$ cat src/rtl/fib_controller.sv
// -----------------------------------------------------------------------------
// fib_controller
//
// Control FSM for a recursive Fibonacci engine (fib(0) = fib(1) = 1). The
// datapath is external and holds the n, f, res and ret registers, an ALU and a
// frame stack. Each recursion level saves a frame {f, n, res}, pushed in that
// order and popped in reverse. The f register records which child call is
// active: 0 means the n-1 call is running, non-zero means the n-2 call is
// running. The final result is left in ret.
//
// Ports
//   clk            system clock, rising edge
//   rst            asynchronous active-high reset
//   start          begin on the argument already held in datapath n
//   lt, eq, ready  datapath status: n < 1, n == 1, stack empty
//   f              datapath flag register value
//   busy           high in every state except IDLE
//   done           one-cycle pulse; result valid in datapath ret
//   push, pop      stack strobes
//   addsub         ALU op (0 add, 1 subtract)
//   ress, resld    res mux select (0 ALU, 1 stack) and load
//   rets, retld    ret mux select (0 const 1, 1 ALU, 3 res) and load
//   ns, nld        n mux select (0 ALU, 1 stack) and load
//   fs, fld, frst  f mux select (0 f+1, 1 stack), load, synchronous clear
//   addls          ALU left operand (0 zero, 1 n, 2 res)
//   addrs          ALU right operand (0 f, 1 ret, 2 const 1, 3 const 2)
//   ss             stack input select (0 f, 1 n, 2 res)
//
// state | meaning
// IDLE  | waiting for start; drains stale frames first if stack not empty
// FLUSH | popping leftover frames until the stack is empty
// CALL  | test the base case n <= 1
// PUSHF | push f
// PUSHN | push n
// PUSHR | push res, n <= n-1 or n-2, clear f
// RET   | return: finished if stack empty, else restore caller frame
// POPR  | res <= stack
// POPN  | n <= stack
// POPF  | f <= stack
// DISP  | resume caller: start second child, or sum into ret
// DONE  | one-cycle completion pulse
// -----------------------------------------------------------------------------
module fib_controller #(
    parameter int wordsize = 8
) (
    input  logic                clk,
    input  logic                rst,
    input  logic                start,
    input  logic                lt,
    input  logic                eq,
    input  logic                ready,
    input  logic [wordsize-1:0] f,
    output logic                busy,
    output logic                done,
    output logic                push,
    output logic                pop,
    output logic                addsub,
    output logic                ress,
    output logic                resld,
    output logic [1:0]          rets,
    output logic                retld,
    output logic                ns,
    output logic                nld,
    output logic                fs,
    output logic                fld,
    output logic                frst,
    output logic [1:0]          addls,
    output logic [1:0]          addrs,
    output logic [1:0]          ss
);

    typedef enum logic [3:0] {
        S_IDLE,
        S_FLUSH,
        S_CALL,
        S_PUSHF,
        S_PUSHN,
        S_PUSHR,
        S_RET,
        S_POPR,
        S_POPN,
        S_POPF,
        S_DISP,
        S_DONE
    } state_t;

    state_t state_q;
    state_t state_d;
    logic   f_zero;

    assign f_zero = (f == '0);

    always_ff @(posedge clk or posedge rst) begin
        if (rst) begin
            state_q <= S_IDLE;
        end else begin
            state_q <= state_d;
        end
    end

    always_comb begin
        state_d = state_q;
        busy    = 1'b1;
        done    = 1'b0;
        push    = 1'b0;
        pop     = 1'b0;
        addsub  = 1'b0;
        ress    = 1'b0;
        resld   = 1'b0;
        rets    = 2'd0;
        retld   = 1'b0;
        ns      = 1'b0;
        nld     = 1'b0;
        fs      = 1'b0;
        fld     = 1'b0;
        frst    = 1'b0;
        addls   = 2'd0;
        addrs   = 2'd0;
        ss      = 2'd0;

        case (state_q)
            S_IDLE: begin
                busy = 1'b0;
                // Stale frames win over a new start; rst gating keeps frst
                // quiet while reset is held.
                if (!ready) begin
                    state_d = S_FLUSH;
                end else if (start && !rst) begin
                    frst    = 1'b1;
                    state_d = S_CALL;
                end
            end
            S_FLUSH: begin
                if (!ready) begin
                    pop = 1'b1;
                end else begin
                    state_d = S_IDLE;
                end
            end
            S_CALL: begin
                if (lt || eq) begin
                    retld   = 1'b1;
                    rets    = 2'd0;
                    state_d = S_RET;
                end else begin
                    state_d = S_PUSHF;
                end
            end
            S_PUSHF: begin
                push    = 1'b1;
                ss      = 2'd0;
                state_d = S_PUSHN;
            end
            S_PUSHN: begin
                push    = 1'b1;
                ss      = 2'd1;
                state_d = S_PUSHR;
            end
            S_PUSHR: begin
                push    = 1'b1;
                ss      = 2'd2;
                frst    = 1'b1;
                nld     = 1'b1;
                ns      = 1'b0;
                addls   = 2'd1;
                addsub  = 1'b1;
                // f still holds the caller's flag here: first child gets n-1,
                // second child gets n-2.
                addrs   = f_zero ? 2'd2 : 2'd3;
                state_d = S_CALL;
            end
            S_RET: begin
                state_d = ready ? S_DONE : S_POPR;
            end
            S_POPR: begin
                pop     = 1'b1;
                resld   = 1'b1;
                ress    = 1'b1;
                state_d = S_POPN;
            end
            S_POPN: begin
                pop     = 1'b1;
                nld     = 1'b1;
                ns      = 1'b1;
                state_d = S_POPF;
            end
            S_POPF: begin
                pop     = 1'b1;
                fld     = 1'b1;
                fs      = 1'b1;
                state_d = S_DISP;
            end
            S_DISP: begin
                addsub = 1'b0;
                addrs  = 2'd1;
                if (f_zero) begin
                    // Park fib(n-1) in res, flag the second child, recurse.
                    resld   = 1'b1;
                    ress    = 1'b0;
                    addls   = 2'd0;
                    fld     = 1'b1;
                    fs      = 1'b0;
                    state_d = S_PUSHF;
                end else begin
                    retld   = 1'b1;
                    rets    = 2'd1;
                    addls   = 2'd2;
                    state_d = S_RET;
                end
            end
            S_DONE: begin
                done    = 1'b1;
                state_d = S_IDLE;
            end
            default: begin
                state_d = S_IDLE;
            end
        endcase
    end

endmodule

$ cat config.mk
export PLATFORM = sky130hd
export DESIGN_NAME = fib_controller
export DESIGN_NICKNAME = d
export VERILOG_FILES = /design/src/rtl/fib_controller.sv
export SDC_FILE = /design/constraint.sdc
export NUM_CORES = 1
export LEC_CHECK = 0
export CAP_MARGIN = 20
export CORE_UTILIZATION = 30
export DETAILED_ROUTE_END_ITERATION = 10
export GPL_ROUTABILITY_DRIVEN = 0
export HOLD_SLACK_MARGIN = 0.03
export PLACE_DENSITY = 0.74
export SLEW_MARGIN = 20
export SYNTH_ARGS = -nofsm -noshare
export SYNTH_HDL_FRONTEND = slang
export SYNTH_SLANG_ARGS = --single-unit
export TNS_END_PERCENT = 50
$ cat constraint.sdc
create_clock -name clk -period 1.35 [get_ports clk]
set_clock_uncertainty 0.05 [all_clocks]
set_input_delay 0.135 -clock clk [delete_from_list [all_inputs] [get_ports clk]]
set_output_delay 0.135 -clock clk [all_outputs]
set_load 0.01 [all_outputs]
==> results of run 1 <==
==> per-layer routing <==
layer | global-route usage | share of wire
met5 | 0 | 0
met4 | 0.0938 | 0.028
met3 | 0.0302 | 0.062
met2 | 0.514 | 0.54
met1 | 0.246 | 0.37
==> kinds of logic (layout without fill, tap and decap cells) <==
kind of cell / Yosys count / count (layout) / synth area share
and+or+nand+nor: 38 / 38 / 0.423
AOI/OAI and AO/OA: 13 / 13 / 0.173
buffers and inverters: 13 / 82 / 0.124
DFF: 4 / 4 / 0.206
muxes: 3 / 3 / 0.0670
other: 1 / 1 / 0.00772
==> worst paths after layout <==
path | start | to | cells past startpoint | slack [ns]
setup / recovery | f[7] | fld | 6 | -0.48
hold / removal | rst | state_q[2] | 3 | 0.29
setup reg to reg | state_q[2] | state_q[0] | 5 | -0.16
hold reg to reg | state_q[1] | state_q[3] | 3 | 0.77
max in group asynchronous | rst | state_q[3] | 3 | 0.78
min in group clk | f[6] | state_q[0] | 6 | 0.49
==> through the flow <==
stage                     total power, mW  setup TNS (ns)  setup WS [ns]  hold WS, ns
final                                2.93           -4.92         -0.481        0.285
after detailed placement             1.86          -11.41          -1.06        0.508
after global routing                 3.06           -6.00         -0.493        0.302
after CTS                            2.21           -5.35         -0.482        0.269
after floorplan                      1.00          -0.344        -0.0994       -0.149
after global placement               1.80          -10.82          -1.05        0.497
==> worst register-to-register path, delay by kind of cell (launching register included) <==
family | cells | cell delay (ns)
buf+inv | 2 | 0.27
compound gates | 1 | 0.05
flops | 1 | 0.39
simple gates | 2 | 0.65
==> power groups by stage <==
stage,registers [mW],logic (mW),clock network (mW)
final,0.264,2.50,0.160
after global routing,0.271,2.61,0.175
after CTS,0.239,1.82,0.151
after detailed placement,0.231,1.63,0
after global placement,0.225,1.58,0
after floorplan,0.233,0.770,0
==> area by class of cell <==
cell class,count,area (sq um),area share
clock buffers,3,22.5,0.0172
flip-flops and latches,4,103,0.0782
multi-input cells,55,507,0.386
well taps,16,20.0,0.0153
inverters,6,25.0,0.0191
repair buffers,73,634,0.484
==> layout by cell type, fill, tap and decap left out, types with 3 or more instances in the layout <==
cell and count:
o21ai_2 4, nand2_1 7, buf_6 20, nor2_4 3, buf_4 27, buf_2 12
clkdlybuf4s50_1 5, nor2_1 4, clkbuf_2 4, nand2b_4 3, or4_4 3, inv_2 3
clkbuf_4 3
==> timing repair <==
item,in CTS,in global routing
pin swaps,5,8
cloned,0,1
setup buffers,6,12
endpoints found under the setup margin,22,23
resized for setup,107,58
==> impl_metrics.yaml, run 1 <==
critical_path:
  arrival_ns: 1.65
  cp-end-kind: "output port"
  critical_path_class: "primary input to output port"
  critical_path_required_ns: 1.16
  path_cells: "buf_6, or4_4, or4_4, buf_6, o21ai_2, buf_2"
  start_kind: "primary input"
  cp_slowest_cell: "or4_4"
  crit_path_max_fanout: 2
  crit_family: "simple AND/OR/NAND/NOR gates"
  critPathBufInv: 3
  cp_slowest_stage_delay_ns: 0.56
floorplan:
  start_util: 0.322
  ios: 35
  die_x_um: 42.2
  rows: 14
  coreArea_sq_um: 1510
  die_y_um: 42.2
  die_area_sq_um: 1780
grt:
  overflow: 0
  grt_pass1_wl_um: 3370
  grtUsageTotal: 0.251
  antenna_found_initial: 0
  grt_pass1_vias: 789
  grt_max_degree: 10
flow_run:
  cap_violations: 0
clock_tree:
  cts_tree: "done"
  path_clk_slew_ns: 0.05
  insertion_delay_ns: 0.24
  htreeDepth: 1
  holdBufCountCts: 0
  cts_root_buf: "clkbuf_4"
  cts.sinks: 4
  cts_buffers: 3
  clk_path_buf_depth: 2
detailed_routing:
  routed_wirelength_um: 2950
  drc_errors: 0
  avgViaCountPerCell: 5.51
  via_count: 865
  first_pass_iters: 6
  ant_nets: 0
  drt_iter0_drc: 21
  avgRoutedWirePerCell_um: 18.8
layout:
  instances_no_fill: 157
  top_regs: "state_q x4"
  final_nets: 157
  final_core_util: 0.870
  finalInstanceArea_sq_um: 1310
  area_growth_pct: 170
  antenna_cells: 0
  drive_above_1_share: 0.759
  largest_reg_flops: 4
  top_register: "state_q"
  fill_cells: 84
yosys:
  synthTopCellsByArea: "dfrtp_1 21%, nand2_1 7.7%, nor2_1 7.0%"
  synth_area_sq_um: 485
  synthFlopType: "dfrtp_1"
  syn_inst: 72
  synth.avg_cell_area_sq_um: 6.74
  synth_top_cell_by_area: "dfrtp_1"
  yosysSeqAreaShare: 0.206
  synth_most_common_cell: "nand2_1"
  synthTopCellsByCount: "10 x nand2_1, 9 x nor2_1, 6 x inv_1"
  synth_edf_count: 0
  netlist.area_leader.share: 0.206
  synth_cell_types: 28
  synth-async-reset-ratio: 1.00
  ys_warn_count: 0
  ys_ff_latch: 4
  syn-num-nets: 86
run_status:
  outcome: "complete, but fails checks"
  violations: "setup timing"
timing:
  grt_setup_unrepaired: "yes"
  fin_ws_ns: -0.481
  fmax_ghz: 0.546
  slew_viol_final: 0
  min_period_over_period: 1.36
  setup_viol: 24
  fin_crit_ns: 1.83
  hold_viol_final: 0
pwr:
  p_int_mw: 1.64
  p_per_area_nw_per_um2: 2230
  pwr-share-clk: 0.055
  switching_share: 0.440
  worst_ir_drop_vdd_v: 0.00197
  p_switching_mw: 1.29
  power_frac_comb: 0.855
  p_seq_frac: 0.090
  p_leak_nw: 0.666
placement:
  placed_area_sq_um: 988
  place.port_buffers: 33
  place_inst: 136
  hpwl_um: 1400
worst_hold_path:
  hold_path_class: "primary input to asynchronous set/reset pin"
Power figures use the tool's default switching activity.
==> run 2, diff against run 1 <==
ABC_CLOCK_PERIOD_IN_PS = 1350   (was default)
==> results of run 2 <==
The final DEF is identical to that of run 1; final timing and power are the same.
==> run 3, diff against run 2 <==
PLACE_DENSITY = 0.77   (was 0.74)
SLEW_MARGIN = default   (was 20)
==> impl_metrics.yaml, run 3 (synthesis gave the netlist of run 1 again) <==
grt:
  overflow: 0
  grt_pass1_vias: 767
  antenna_found_initial: 0
  met2_usage: 0.462
  grtUsageTotal: 0.232
  grt.busiest_layer: "met2"
  grt_max_degree: 8
  met1_usage: 0.227
  grt_pass1_wl_um: 3180
  use_met3: 0.0431
clock_tree:
  cts.sinks: 4
  insertion_delay_ns: 0.23
  cts_tree: "done"
  holdBufCountCts: 0
  cts_root_buf: "clkbuf_4"
  htreeDepth: 1
  cts_buffers: 3
  path_clk_slew_ns: 0.04
  clk_path_buf_depth: 2
layout:
  mostFrequentLayoutCells: "21 x buf_6, 21 x buf_4, 13 x buf_2"
  drive_above_1_share: 0.716
  instances_no_fill: 150
  final_nets: 150
  area_growth_pct: 150
  largest_reg_flops: 4
  finalInstanceArea_sq_um: 1210
  antenna_cells: 0
  top_register: "state_q"
  top_regs: "state_q x4"
run_status:
  violations: "setup timing"
  outcome: "complete, but fails checks"
timing:
  min_period_over_period: 1.28
  fmax_ghz: 0.578
  slew_viol_final: 0
  tns_ns: -3.97
  grt_setup_unrepaired: "yes"
  fin_crit_ns: 1.73
  setup_viol: 22
  fin_ws_ns: -0.381
  hold_viol_final: 0
detailed_routing:
  drt_iter0_drc: 2
  avgRoutedWirePerCell_um: 13.3
  via_count: 766
  drc_errors: 0
  routed_wirelength_um: 1990
  first_pass_iters: 2
  avgViaCountPerCell: 5.11
  ant_nets: 0
floorplan:
  ios: 35
  die_x_um: 42.2
  start_util: 0.322
  coreArea_sq_um: 1510
  die_area_sq_um: 1780
  die_y_um: 42.2
  rows: 14
worst_hold_path:
  hold_path_class: "primary input to asynchronous set/reset pin"
pwr:
  power.total_mw: 2.59
  p_per_area_nw_per_um2: 2140
  p_leak_nw: 0.613
  worst_ir_drop_vdd_v: 0.00152
flow_run:
  cap_violations: 0
critical_path:
  cp-end-kind: "output port"
  arrival_ns: 1.55
  crit_path_max_fanout: 3
  critical_path_class: "flop to output port"
  start_kind: "flop"
  critical_path_required_ns: 1.16
  r2r_slack_ns: -0.06
placement:
  placed_area_sq_um: 996
  place_inst: 137
  hpwl_um: 1320
  place.port_buffers: 33
  pre_cts_ws_ns: -1.06
## run 3: path summary, 6_finish.rpt
kind,startpoint,to,cells past startpoint
setup / recovery,state_q[0],fld,4
hold / removal,rst,state_q[2],3
setup reg to reg,state_q[2],state_q[2],6
hold reg to reg,state_q[2],state_q[0],3
max in group asynchronous,rst,state_q[1],3
min in group clk,f[5],state_q[0],4
## run 3: critical path, cell delays in order, from the launching register on
cell and delay [ns]:
dfrtp_1 0.39, nand2b_4 0.16, or4_4 0.55, o21ai_2 0.07, buf_2 0.14
## run 3: report_power, final
group          internal, mW  leakage, nW  switching, mW
clock                0.0994       0.0138         0.0486
sequential            0.185       0.0495         0.0778
combinational          1.22        0.550          0.963
## run 3: area by class of cell
| class | instances | area (sq um) |
|---|---|---|
| repair buffers | 66 | 564 |
| fillers | 92 | 293 |
| inverters | 6 | 25.0 |
| well taps | 16 | 20.0 |
| flip-flops and latches | 4 | 101 |
| clock buffers | 3 | 22.5 |
| multi-input cells | 55 | 480 |
## run 3: routing by layer
metal  up-vias  part of all wire
met5         -                 0
met4         0             0.022
met3         6             0.060
met2        34              0.56
met1       356              0.35
li1        370                 -
## run 3: per-stage QoR
| stage | util | hold WS [ns] |
|---|---|---|
| after CTS | 0.739 | 0.258 |
| final | 0.806 | 0.251 |
| after global placement | 0.661 | 0.492 |
| after detailed placement | 0.661 | 0.497 |
| after global routing | 0.806 | 0.306 |
| after floorplan | - | -0.149 |
## run 3: timing repair
| item | in CTS | in global routing |
|---|---|---|
| buffers inserted | 6 | 3 |
| resized for setup | 134 | 26 |
| cloned | 1 | 0 |
| setup endpoints to repair | 22 | 23 |
| pin swaps | 8 | 9 |
==> variant 1, RTL diff (settings of run 1) <==
`wordsize`: 8 -> 4.
--- a/src/rtl/fib_controller.sv
+++ b/src/rtl/fib_controller.sv
@@ -42,5 +42,5 @@
 // -----------------------------------------------------------------------------
 module fib_controller #(
-    parameter int wordsize = 8
+    parameter int wordsize = 4
 ) (
     input  logic                clk,
Ports: changed (resized f); port bits go from 35 to 31. The function was not compared with the original's and may differ.
==> variant 1 against run 1 <==
  * The run ends with DRC, setup timing left
  * Register-to-register slack worse by 0.09 ns
  * Synthesized area is 6.4% higher
  * Final area is 14% lower
  * Setup slack better by 0.13 ns
  * Cell count is 8.9% lower
  * Global-route usage is 2.3 points lower
  * Sequential cell count stayed put
  * Wire length is 30% lower
  * Highest routed layer unchanged
  * First-iteration DRC count is 62% lower
  * Worst hold slack worse by 0.092 ns
  * Maximum frequency is 7.9% higher
  * Total power is 6.4% lower
==> variant 1: results (changes against run 1) <==
Parameter                              Value

Critical path
  Critical path arrival ... 1.51 ns (-0.14 ns)
  Slowest cell delay on critical path ... 0.46 ns (-0.10 ns)
  Slowest-stage cell, CP ... sky130_fd_sc_hd__or4b_4

STA
  # setup viols final ... 23 (-4.2%)
  Aggregate negative setup slack ... -3.832 ns (+1.087 ns)
  Final critical-path setup slack ... -0.3473 ns (+0.1336 ns)

Detailed routing
  Wire length per cell after detailed routing ... 14.47 um (-23%)
  Iteration count of the initial detailed-routing pass ... 7 (+1)
  Vias per cell ... 5.315 (-3.5%)
  First DRT Iteration DRCs ... 8 (-62%)
  Met3 Wirelength ... 66 um (-64%)
  DRC viols ... 2 (+2)
  Detailed-routing wirelength on met1 ... 852 um (-22%)

Placement
  Dpl cells ... 130 (-4.4%)
  Dpl hpwl ... 1285 um (-8.3%)
  Port-buffer cells ... 29 (-12%)
  Placement-stage worst setup slack ... -0.8060 ns (+0.2577 ns)

Global routing
  Number of global-route vias before repair ... 698 (-12%)
  Met1 track demand over resource ... 29.95% (+5.4 points)
  First-pass GRT wire length ... 3229 um (-4.1%)
  Gr usage total ... 22.78% (-2.3 points)
  Maximum number of pins on one net before global-route repair ... 11 (+1)
  Met2 Track Usage GR ... 39.39% (-12 points)

Cells and area
  Fraction of layout instances using a drive strength above 1 ... 69.29% (-6.6 points)
  Filler Cells Inserted ... 118 (+40%)

Power and ir drop
  Total net switching power ... 1191 uW (-7.6%)
  Portion of total power attributed to sequential cells ... 12.1% (+3.1 points)
  Maximum ir drop on the vdd rail ... 1.725 mV (-13%)
  Power dissipated in the clock network ... 152 uW (-5%)
  Leakage power of the design ... 0.0005258 uW (-21%)

Synth
  Share of the synthesized area in the top cell type ... 19.37% (-1.2 points)
  Fraction of the yosys area taken by sequential cells ... 19.37% (-1.2 points)
  Top cell types by occurrence after synthesis ... sky130_fd_sc_hd__nor2_1 (11), sky130_fd_sc_hd__a21oi_1 (7), sky130_fd_sc_hd__nor3_1 (5)
  Post-Synthesis Net Count ... 82 (-4.7%)
  Cell variety after synth ... 31 (+11%)

Min path
  Class of the worst hold path ... primary input to async pin

Outcome
  Failing checks ... DRC, setup timing
  Status ... complete, but fails checks

CTS
  Post-CTS clock slew at the launch and capture registers of the worst setup and hold paths ... about 0.04 ns
[variant 1: cell count changes in the layout (fill, tap and decap cells not counted), sizes merged, moves of 4 or more]
| cell | run 1 | this run |
|---|---|---|
| buf | 60 | 53 |
| o21ai | 5 | 1 |
| nand2 | 10 | 3 |
| a21oi | 2 | 7 |
| clkbuf | 8 | 3 |
[variant 1: final cells by class]
class / count / area, sq um / share of cell area, %
repair buffers: 62 / 498.0 / 44.12
inverters: 3 / 13.76 / 1.220
well taps: 16 / 20.02 / 1.774
clock buffers: 3 / 22.52 / 1.996
multi-input cells: 55 / 469.2 / 41.57
flip-flops and latches: 4 / 105.1 / 9.313
[variant 1: cells by family after synthesis]
logic type | after synthesis | synth area share [%]
simple gates | 33 | 37.53
compound gates | 20 | 28.09
flops | 4 | 19.37
mux | 1 | 2.179
buf+inv | 13 | 12.10
other cells | 1 | 0.7257
[variant 1: worst paths after layout]
check,end,cells past startpoint,startpoint,slack [ns]
worst min-delay path,state_q[2],3,rst,0.19
worst max-delay path,frst,4,state_q[2],-0.35
min in group clk,state_q[1],4,start,0.59
worst max register to register,state_q[0],8,state_q[3],-0.25
worst min register to register,state_q[1],2,state_q[3],0.69
max in group asynchronous,state_q[0],3,rst,0.94
[variant 1: repair_timing]
action / CTS / global route
endpoints found under the hold margin: 0 / 0
buffers inserted: 7 / 4
resized for setup: 115 / 15
pin swaps: 9 / 7
setup endpoints to repair: 23 / 23
[variant 1: worst max-delay path: cells and delay by family, from the launching register on]
family | cells | cell delay (ns)
buffers and inverters | 1 | 0.13
DFF | 1 | 0.43
and+or+nand+nor | 2 | 0.58
AOI/OAI and AO/OA | 1 | 0.12
==> variant 2, RTL diff (config.mk and constraints of run 1) <==
Made on the original files. Encoding of `state_t`: now Gray code (4 bits for 12 states).
--- a/src/rtl/fib_controller.sv
+++ b/src/rtl/fib_controller.sv
@@ -71,16 +71,16 @@
 
     typedef enum logic [3:0] {
-        S_IDLE,
-        S_FLUSH,
-        S_CALL,
-        S_PUSHF,
-        S_PUSHN,
-        S_PUSHR,
-        S_RET,
-        S_POPR,
-        S_POPN,
-        S_POPF,
-        S_DISP,
-        S_DONE
+        S_IDLE  = 4'b0000,
+        S_FLUSH = 4'b0001,
+        S_CALL  = 4'b0011,
+        S_PUSHF = 4'b0010,
+        S_PUSHN = 4'b0110,
+        S_PUSHR = 4'b0111,
+        S_RET   = 4'b0101,
+        S_POPR  = 4'b0100,
+        S_POPN  = 4'b1100,
+        S_POPF  = 4'b1101,
+        S_DISP  = 4'b1111,
+        S_DONE  = 4'b1110
     } state_t;
 
Formal check against the unedited RTL: no difference found for any inputs over 10 cycles, from zero or initial values and one cycle with rst high; not proved beyond that.
==> variant 2 against run 1 <==
  * The run still ends with setup timing left
  * Sequential cell count stayed put
  * Cell count is 5.1% lower
  * Synthesized area is 1.8% higher
  * Wire length is 23% lower
  * Final area is 4.1% lower
  * Total power is 20% lower
  * Setup slack better by 0.21 ns
  * First-iteration DRC count is 38% lower
  * Largest power group unchanged
==> variant 2: results (changes against run 1) <==
Parameter                              Value

CTS
  Root Driver ... sky130_fd_sc_hd__clkbuf_4
  Total clock buffers created by CTS ... 3 (unchanged)
  Maximum root-to-sink buffer count ... 2 (unchanged)

Global routing
  Met2 Track Usage GR ... 48.31% (-3.1 points)
  Number of global-route vias before repair ... 787 (-0.25%)
  Maximum number of pins on one net before global-route repair ... 8 (-2)
  Met1 track demand over resource ... 30.18% (+5.6 points)
  First-pass GRT wire length ... 3594 um (+6.7%)
  Gr usage total ... 25.80% (+0.73 points)
  Met3 capacity usage during global routing ... 4.310% (+1.3 points)

Synth
  Synth Instances ... 69 (-4.2%)
  Fraction of the yosys area taken by sequential cells ... 20.25% (-0.37 points)
  Top cell types by occurrence after synthesis ... sky130_fd_sc_hd__nor2_1 (11), sky130_fd_sc_hd__a21oi_1 (7), sky130_fd_sc_hd__nand2b_1 (5)
  Cell variety after synth ... 28 (unchanged)
  Post-Synthesis Net Count ... 83 (-3.5%)
  Area contributors post-synth ... sky130_fd_sc_hd__dfrtp_1 (20%), sky130_fd_sc_hd__nor4_4 (8.6%), sky130_fd_sc_hd__nor2_1 (8.4%)

Detailed routing
  Vias per cell ... 5.242 (-4.9%)
  Detailed-routing wirelength on met1 ... 875 um (-20%)
  First DRT Iteration DRCs ... 13 (-38%)
  DRC viols ... 0 (unchanged)
  Met3 Wirelength ... 127 um (-31%)
  Iteration count of the initial detailed-routing pass ... 4 (-2)
  Total Routed Length ... 2261 um (-23%)
  Metal2 WL ... 1246 um (-22%)

Outcome
  Status ... complete, but fails checks
  Failing checks ... setup timing

Min path
  Class of the worst hold path ... primary input to async pin

Cells and area
  Area of all sequential standard cells ... 105.1 sq um (+2.4%)
  Antenna diode instance count ... 0 (unchanged)
  Filler Cells Inserted ... 93 (+11%)
  Final #Nets ... 149 (-5.1%)
  Count of placed standard cells in the final layout, fillers left out ... 149 (-5.1%)
  Fraction of layout instances using a drive strength above 1 ... 72.18% (-3.7 points)
  Biggest registers after layout ... state_q x4

Placement
  Placement Cell Area ... 984.7 sq um (-0.38%)
  Dpl cells ... 134 (-1.5%)
  Dpl hpwl ... 1305 um (-6.8%)
  Port-buffer cells ... 33 (unchanged)
  Placement-stage worst setup slack ... -0.6314 ns (+0.4323 ns)

Critical path
  Slowest cell delay on critical path ... 0.44 ns (-0.12 ns)
  Largest driver fanout on the critical path ... 5 (+3)
  Kind of cell adding the most delay to the critical path ... flip-flops
  Register-to-register setup slack ... -0.19 ns (-0.03 ns)
  Slowest-stage cell, CP ... sky130_fd_sc_hd__dfrtp_2
  Critical path arrival ... 1.44 ns (-0.21 ns)

Power and ir drop
  Total net switching power ... 1048 uW (-19%)
  Leakage power of the design ... 0.0005989 uW (-10%)
  Maximum ir drop on the vdd rail ... 1.437 mV (-27%)
  Logic pwr share ... 81.8% (-3.7 points)

STA
  Final critical-path setup slack ... -0.2714 ns (+0.2095 ns)
  Worst hold slack after final layout ... 0.1800 ns (-0.1052 ns)
  # setup viols final ... 20 (-17%)
  Aggregate negative setup slack ... -2.194 ns (+2.725 ns)
==> variant 2: area by class of cell <==
class | count | area share, %
timing repair buffer | 69 | 44.97
multi-input combinational | 54 | 42.19
sequential | 4 | 8.358
clock buffer | 3 | 1.791
tap | 16 | 1.592
inverter | 3 | 1.095
==> variant 2: final timing paths <==
check	from	endpoint	cells past startpoint
max	state_q[3]	retld	4
min	rst	state_q[0]	3
max in group asynchronous	rst	state_q[2]	3
min in group clk	f[0]	state_q[1]	7
max reg2reg	state_q[2]	state_q[2]	6
min reg2reg	state_q[1]	state_q[3]	4
==> variant 2: power by group through the flow <==
stage / combinational [uW] / sequential (uW) / clock, uW
4_1_cts: 1700 / 262 / 154
6_report: 1910 / 274 / 151
2_1_floorplan: 563 / 225 / 0
3_5_place_dp: 1240 / 275 / 0
3_3_place_gp: 1210 / 275 / 0
5_1_grt: 2010 / 283 / 159
==> variant 2: cells by family (layout without fill, tap and decap cells) <==
| group | Yosys count | after routing | synth area share, % |
|---|---|---|---|
| other | 1 | 1 | 0.7588 |
| AOI/OAI and AO/OA | 19 | 19 | 26.84 |
| DFF | 4 | 4 | 20.25 |
| buffers and inverters | 11 | 75 | 11.90 |
| and+or+nand+nor | 34 | 34 | 40.26 |
==> variant 2: worst reg2reg max path, cell delays in order, from the launching register on <==
cell	delay, ns
sky130_fd_sc_hd__dfrtp_2	0.43
sky130_fd_sc_hd__buf_12	0.15
sky130_fd_sc_hd__nand3_2	0.07
sky130_fd_sc_hd__a21oi_2	0.04
sky130_fd_sc_hd__o221a_2	0.27
sky130_fd_sc_hd__buf_4	0.15
sky130_fd_sc_hd__a211o_1	0.24
==> variant 2: repair_timing <==
item / CTS / global route
gates resized for setup: 136 / 17
pin swaps: 9 / 3
setup endpoints to repair: 23 / 23
setup buffers: 13 / 0
